## src/rtl/piso_frame_tx_pkg.sv

```systemverilog
// Shared types and helpers for the PISO frame transmitter.
package piso_frame_tx_pkg;

  // Frame sequencer states.
  typedef enum logic [0:0] {
    S_IDLE  = 1'b0,
    S_SHIFT = 1'b1
  } state_e;

  // Serial level driven when no data bit is being sent.
  localparam logic IDLE_LVL_DEF = 1'b0;

  // Width of the slot counter: ceil(log2(n)), never below one bit.
  function automatic int unsigned cnt_width(input int unsigned n);
    if (n <= 32'd2) begin
      return 32'd1;
    end else begin
      return $clog2(n);
    end
  endfunction

endpackage

```

## src/rtl/piso_hold_buf.sv

```systemverilog
// Single-entry valid/ready holding register. The word is popped by the
// frame sequencer when it loads it; a new word may be accepted on the
// same edge as the pop.
module piso_hold_buf
  import piso_frame_tx_pkg::*;
#(
  parameter int unsigned DATA_W = 8
) (
  input  logic              i_clk,
  input  logic              i_rst_n,
  input  logic              i_en,
  input  logic [DATA_W-1:0] i_data,
  input  logic              i_valid,
  input  logic              i_pop,
  output logic              o_ready,
  output logic [DATA_W-1:0] o_data,
  output logic              o_vld,
  output logic              o_vld_nxt
);

  logic              r_vld;
  logic [DATA_W-1:0] r_data;
  logic              w_accept;

  // Handshake decode: room exists when empty or when the word leaves this edge.
  always_comb begin
    o_ready   = i_en && (!r_vld || i_pop);
    w_accept  = i_valid && o_ready;
    o_vld_nxt = w_accept || (r_vld && !i_pop);
  end

  // Holding register state.
  always_ff @(posedge i_clk or negedge i_rst_n) begin
    if (!i_rst_n) begin
      r_vld  <= 1'b0;
      r_data <= '0;
    end else begin
      r_vld <= o_vld_nxt;
      if (w_accept) begin
        r_data <= i_data;
      end else begin
        r_data <= r_data;
      end
    end
  end

  assign o_data = r_data;
  assign o_vld  = r_vld;

endmodule

```

## src/rtl/piso_frame_tx.sv

```systemverilog
// Parallel-in serial-out frame transmitter: one buffered byte, LSB-first
// shifting into fixed-length frames, back-to-back when the buffer is kept full.
module piso_frame_tx
  import piso_frame_tx_pkg::*;
#(
  parameter int unsigned DATA_W      = 8,
  parameter int unsigned FRAME_LEN   = 8,
  parameter int unsigned ACTIVE_BITS = 8,
  parameter logic        IDLE_LVL    = IDLE_LVL_DEF
) (
  input  logic              clock,
  input  logic              reset,
  input  logic [DATA_W-1:0] in_data,
  input  logic              in_valid,
  output logic              in_ready,
  output logic              d_out,
  output logic              frame_start,
  output logic              busy
);

  localparam int unsigned      CNT_W    = cnt_width(FRAME_LEN);
  localparam logic [CNT_W-1:0] CNT_LAST = CNT_W'(FRAME_LEN - 1);
  localparam logic [CNT_W-1:0] ACT_LAST = CNT_W'(ACTIVE_BITS - 1);
  localparam logic [CNT_W-1:0] CNT_ONE  = CNT_W'(1);

  state_e            r_state;
  logic [CNT_W-1:0]  r_count;
  logic [DATA_W-1:0] r_shreg;
  logic              r_run;
  logic              r_d_out;
  logic              r_frame_start;
  logic              r_busy;

  logic              w_load;
  logic [DATA_W-1:0] w_hold_q;
  logic              w_hold_vld;
  logic              w_hold_vld_nxt;
  state_e            w_state_nxt;
  logic [CNT_W-1:0]  w_count_nxt;
  logic [DATA_W-1:0] w_shreg_nxt;
  logic              w_d_out_nxt;
  logic              w_fs_nxt;
  logic              w_busy_nxt;

  // r_run keeps in_ready low while reset is held and until the first clock after release.
  piso_hold_buf #(
    .DATA_W (DATA_W)
  ) u_hold (
    .i_clk     (clock),
    .i_rst_n   (reset),
    .i_en      (r_run),
    .i_data    (in_data),
    .i_valid   (in_valid),
    .i_pop     (w_load),
    .o_ready   (in_ready),
    .o_data    (w_hold_q),
    .o_vld     (w_hold_vld),
    .o_vld_nxt (w_hold_vld_nxt)
  );

  // Next-state decode for the frame sequencer and the outputs it drives.
  always_comb begin
    w_load      = w_hold_vld && ((r_state == S_IDLE) || (r_count == CNT_LAST));
    w_state_nxt = r_state;
    w_count_nxt = r_count;
    w_shreg_nxt = r_shreg;
    if (w_load) begin
      w_state_nxt = S_SHIFT;
      w_count_nxt = '0;
      w_shreg_nxt = w_hold_q;
    end else if (r_state == S_SHIFT) begin
      if (r_count == CNT_LAST) begin
        w_state_nxt = S_IDLE;
        w_count_nxt = '0;
      end else begin
        w_count_nxt = r_count + CNT_ONE;
        // Stop shifting once the last active bit is on the line; unused slots ignore shreg.
        if (r_count < ACT_LAST) begin
          w_shreg_nxt = r_shreg >> 1;
        end else begin
          w_shreg_nxt = r_shreg;
        end
      end
    end else begin
      w_state_nxt = S_IDLE;
      w_count_nxt = r_count;
    end

    if ((w_state_nxt == S_SHIFT) && (w_count_nxt <= ACT_LAST)) begin
      w_d_out_nxt = w_shreg_nxt[0];
    end else begin
      w_d_out_nxt = IDLE_LVL;
    end
    w_fs_nxt   = (w_state_nxt == S_SHIFT) && (w_count_nxt == '0);
    w_busy_nxt = (w_state_nxt == S_SHIFT) || w_hold_vld_nxt;
  end

  // Sequencer state and registered serial outputs.
  always_ff @(posedge clock or negedge reset) begin
    if (!reset) begin
      r_state       <= S_IDLE;
      r_count       <= '0;
      r_shreg       <= '0;
      r_run         <= 1'b0;
      r_d_out       <= IDLE_LVL;
      r_frame_start <= 1'b0;
      r_busy        <= 1'b0;
    end else begin
      r_state       <= w_state_nxt;
      r_count       <= w_count_nxt;
      r_shreg       <= w_shreg_nxt;
      r_run         <= 1'b1;
      r_d_out       <= w_d_out_nxt;
      r_frame_start <= w_fs_nxt;
      r_busy        <= w_busy_nxt;
    end
  end

  assign d_out       = r_d_out;
  assign frame_start = r_frame_start;
  assign busy        = r_busy;

endmodule

```

## config.mk

```make
export PLATFORM = sky130hd
export DESIGN_NAME = piso_frame_tx
export DESIGN_NICKNAME = d
export VERILOG_FILES = /design/src/rtl/piso_frame_tx_pkg.sv /design/src/rtl/piso_hold_buf.sv /design/src/rtl/piso_frame_tx.sv
export SDC_FILE = /design/constraint.sdc
export NUM_CORES = 1
export LEC_CHECK = 0
export CAP_MARGIN = 20
export CELL_PAD_IN_SITES_DETAIL_PLACEMENT = 1
export CELL_PAD_IN_SITES_GLOBAL_PLACEMENT = 1
export CORE_MARGIN = 1
export CORE_UTILIZATION = 40
export CTS_CLUSTER_SIZE = 28
export DETAILED_ROUTE_END_ITERATION = 10
export GPL_TIMING_DRIVEN = 0
export PLACE_DENSITY = 0.71
export SLEW_MARGIN = 0
export SYNTH_ARGS = -nofsm -noshare
export SYNTH_HDL_FRONTEND = slang
export SYNTH_SLANG_ARGS = --single-unit
export TNS_END_PERCENT = 1
```

## constraint.sdc

```tcl
create_clock -name clock -period 3.3 [get_ports clock]
set_input_delay 0.825 -clock clock [delete_from_list [all_inputs] [get_ports clock]]
set_output_delay 0.825 -clock clock [all_outputs]
set_load 0.02 [all_outputs]
```

## After elaboration in Yosys (flattened, before gate mapping)

Cells that the tools add are included.

| word-level totals | value |
|---|---|
| flip-flop bits (word level) | 25 |
| input bits | 11 |

| cells by class | value |
|---|---|
| muxes and demuxes | 11 |
| reductions and logical operators | 16 |
| bitwise operators | 1 |
| add/subtract/negate cells | 1 |
| equality and inequality tests | 2 |
| $lt $le $gt $ge | 2 |

Operators by type and width:

| cell | number |
|---|---|
| $mux 8 | 4 |
| $mux 3 | 3 |
| $logic_and 1x1->1 | 6 |
| $logic_or 1x1->1 | 4 |
| $mux 1 | 4 |
| $reduce_bool 2->1 | 2 |
| $add 3x1->3 const B | 1 |
| $eq 3x3->1 const B | 1 |
| $le 3x3->1 const B | 1 |
| $logic_not 3->1 | 1 |
| $lt 3x3->1 const B | 1 |
| $reduce_and 3->1 | 1 |
| $logic_not 1->1 | 2 |
| $ne 2x1->1 const B | 1 |
| $not 1->1 | 1 |

## Logic depth before layout (Yosys ltp)

| logic depth | value |
|---|---|
| depth in word-level cells | 8 |
| gate-level depth with buffers | 6 |
| mapped depth without buffers | 5 |

## Hierarchy

From an unflattened synthesis, not the netlist that was laid out.

| unflattened totals | value |
|---|---|
| cells, all modules | 84 |
| area total of the unflattened synthesis | 1111.1 um^2 |

By module, submodules not included:

| module | times used | area an instance (um^2) | cells an instance | seq. area each (um^2) |
|---|---|---|---|---|
| piso_frame_tx | 1 | 710.7 | 61 | 400.4 |
| piso_hold_buf | 1 | 400.4 | 23 | 225.2 |

## Worst setup path before layout

Ideal clock, no wire load.

| timing | value |
|---|---|
| path type | reg-to-output |
| start | reg r_count[0] |
| end | out in_ready |
| path buffers | 0 |
| stages on the path, launching flop included | 6 |
| arrival | 1.340 ns |
| slack | 1.135 ns |
| cell sequence | dfrtp_1 > ha_1 > ha_1 > and2b_4 > nand2_1 > and2_1 |

| on the way | value |
|---|---|
| longest elaborated chain between the ends | 5 |

Ends and longest elaborated chain:

| item | line | source |
|---|---|---|
| start: declaration | piso_frame_tx.sv:27 | `logic [CNT_W-1:0] r_count;` |
| start signal: assignment | piso_frame_tx.sv:110 | `r_count <= w_count_nxt;` |
| $eq 3x3->1 | piso_frame_tx.sv:63 | `w_load = w_hold_vld && ((r_state == S_IDLE) \|\| (r_count == CNT_LAST));` |
| $logic_or 1x1->1 | piso_frame_tx.sv:63 |  |
| $logic_and 1x1->1 | piso_frame_tx.sv:63 |  |
| $logic_or 1x1->1 | piso_hold_buf.sv:27 | `o_ready = i_en && (!r_vld \|\| i_pop);` |
| $logic_and 1x1->1 | piso_hold_buf.sv:27 |  |
| end: declaration | piso_frame_tx.sv:15 | `output logic in_ready,` |

Every way passes these cells.

## Final worst setup path

Ends and elaborated chain as after synthesis.

==> flow_summary.ini <==
[critical_path]
crit_type = flip-flop to output pin
worstPathMaxFanout = 6
rr_worst_depth = 5
r2r_end = r_shreg[1]
crit_required_ns = 2.47
reg2reg_slack_ns = 1.42
reg2reg_from = r_count[0]
crit_path_end_kind = output pin
arrival_ns = 2.27
startpoint_type = flip-flop

[layout]
stdcell_area_um2 = 1270
fillCellCount = 279
layout-drive-gt1-share = 0.180
syn_to_final_growth_pct = 21.2
diodes = 0
fin_nets = 114
instances_no_fill = 130

[timing]
maxSlewHeadroom = 0.589
tns_ns = 0
setup_viol = 0
period_share = 0.937
rsz0062_at_grt = false
hold_slack_ns = 0.523
fmax_ghz = 0.324
min_period_ns = 3.09
tightest_slew_ns = 0.615
hold_viol_final = 0
fin_skew_ns = 0.00786
final_max_slew_viol_count = 0

[power_and_ir_drop]
powerDensity_nw_per_um2 = 857
leakagePower_nw = 0.599
ir_worst_vdd_mv = 0.413

[placed_design]
finalWeightedCongestion = 0.741
io_buffers = 14
hpwlAfterDp_um = 1490
placed_cells = 126
dpl_cell_area_um2 = 1240

[die]
start_util = 0.425
die_h_um = 53.3
fp.dieW_um = 53.3
fp.coreArea_um2 = 2480
dieArea_um2 = 2840
pin_count = 15
rows = 18

[min_path]
hp-class = flip-flop to flip-flop
hold_path_depth = 1
min_from = u_hold.o_data[4]
min_to = u_hold.o_data[4]

[drt]
first_pass_iters = 4
drcViolationCount = 0
routedWlPerCell_um = 15.2
drt_iter0_markers = 5
wl_um = 1980
routed_via_density = 5.42
num_vias = 704
final_antenna_net_count = 0

[yosys]
synthesis.nets = 94
ys_warn_count = 0
yosysUniqueCellTypes = 25
syn_area_um2 = 1050
synthCells = 81
postSynthAreaPerCell_um2 = 13.0
ys_ff_latch = 25
ys_seq_area_frac = 0.595

[clock_tree]
postCtsHoldBufs = 0
clk_pin_slew_ns = 0.14
clockRootBuffer = clkbuf_4
clk_latency_ns = 0.32
cts_tree = yes
postCtsSetupBuffers = 0
cts-htree-levels = 1
cts_max_path_buffers = 2
numCtsBuffers = 3
cts-resized-gates = 0
cts.sinks = 25

[global_routing]
antenna_found_initial = 0
grt_max_degree = 16
grt_pass1_vias = 726
grt_first_pass_wirelength_um = 3370
gr-total-overflow = 0
grt_usage = 0.171

[run]
cap_violations = 0

[run_status]
status = complete, no violations
cell usage after synthesis:
library cell  number  area [um^2]
nand2_1            3         11.3
o21ai_0            2         10.0
and2b_4            1         10.0
dfrtp_1           25          626
mux2_2             8         90.1
mux2i_1            2         20.0
buf_2              1         5.00
nand3_1            2         10.0
ha_1               2         25.0
a221oi_1           1         8.76
a21o_1             1         7.51
mux2i_2            1         13.8
a221o_1            6         60.1
o22ai_1            1         6.26
and3_1             8         50.1
a211o_1            1         8.76
and2_1             2         12.5
a21oi_4            1         16.3
clkbuf_1           1         3.75
inv_1              2         7.51
conb_1             1         3.75
nand2b_1           3         18.8
nor3_1             2         10.0
or2_2              1         6.26
nor2_1             3         11.3
per-stage QoR:
step | utilization | total power [W] | setup WS [ns]
global route | 0.515 | 0.00118 | 0.0893
CTS | 0.515 | 0.00111 | 0.189
detailed placement | 0.503 | 0.000966 | 0.572
floorplan | - | 0.000818 | 1.14
finish | 0.515 | 0.00109 | 0.209
global placement | 0.496 | 0.000932 | 0.589
power breakdown:
| group | leakage (nW) | internal, W | total [W] | switching, W |
|---|---|---|---|---|
| Clock | 0.0139 | 0.0000463 | 0.000139 | 0.0000929 |
| Sequential | 0.301 | 0.000433 | 0.000518 | 0.0000848 |
| Combinational | 0.284 | 0.000227 | 0.000435 | 0.000208 |
| Total | 0.599 | 0.000707 | 0.00109 | 0.000386 |
worst max-delay path by stage:
stage / start / to / slack (ns)
floorplan: r_count[0] / in_ready / 1.14
global placement: r_count[0] / in_ready / 0.59
detailed placement: r_count[0] / in_ready / 0.57
CTS: r_count[0] / in_ready / 0.19
global route: r_count[0] / in_ready / 0.09
finish: r_count[0] / in_ready / 0.21
layer usage:
layer | wire, um | vias to the layer above | track usage
met5 | 0 | - | 0
met4 | 34 | 0 | 0.0921
met3 | 71 | 4 | 0.0259
met2 | 938 | 14 | 0.271
met1 | 937 | 354 | 0.222
li1 | - | 332 | -
cell type report:
cell class              count  area, um^2  area share
well taps                  30        37.5      0.0294
multi-input cells          52         410       0.322
repair buffers             15         155       0.122
clock buffers               3        22.5      0.0177
clock inverters             1        7.51     0.00589
flip-flops and latches     25         626       0.491
plain buffers               2        8.76     0.00687
inverters                   2        7.51     0.00589
sequential cells by signal (all words and copies together), names as in the netlist:
name	count
r_state	1
r_shreg	8
busy	1
r_run	1
d_out	1
u_hold.o_data	8
frame_start	1
r_count	3
u_hold.o_vld	1
cell usage in the layout (no fill, tap or decap), types with 3 or more instances in the layout:
cell type         n
a221o_1           6
nor2_1            3
nand2_1           3
nand2b_1          3
and3_1            8
clkdlybuf4s50_1  14
clkbuf_4          3
dfrtp_1          25
mux2_2            8
cell families after synthesis:
logic type / share of synthesized area
AND/OR/NAND/NOR: 0.133
multiplexers: 0.118
adder cells (fa/ha/maj): 0.0238
flip-flops: 0.595
buffers and inverters: 0.0155
other: 0.00356
AO/OA/AOI/OAI: 0.112
worst max-delay path, cell delays in order, from the launching register on:
cell and delay [ns]:
dfrtp_1 0.46, ha_1 0.22, ha_1 0.19, and2b_4 0.30, nand2_1 0.08, and2_1 0.18
clkdlybuf4s50_1 0.53
Power figures use the tool's default switching activity.
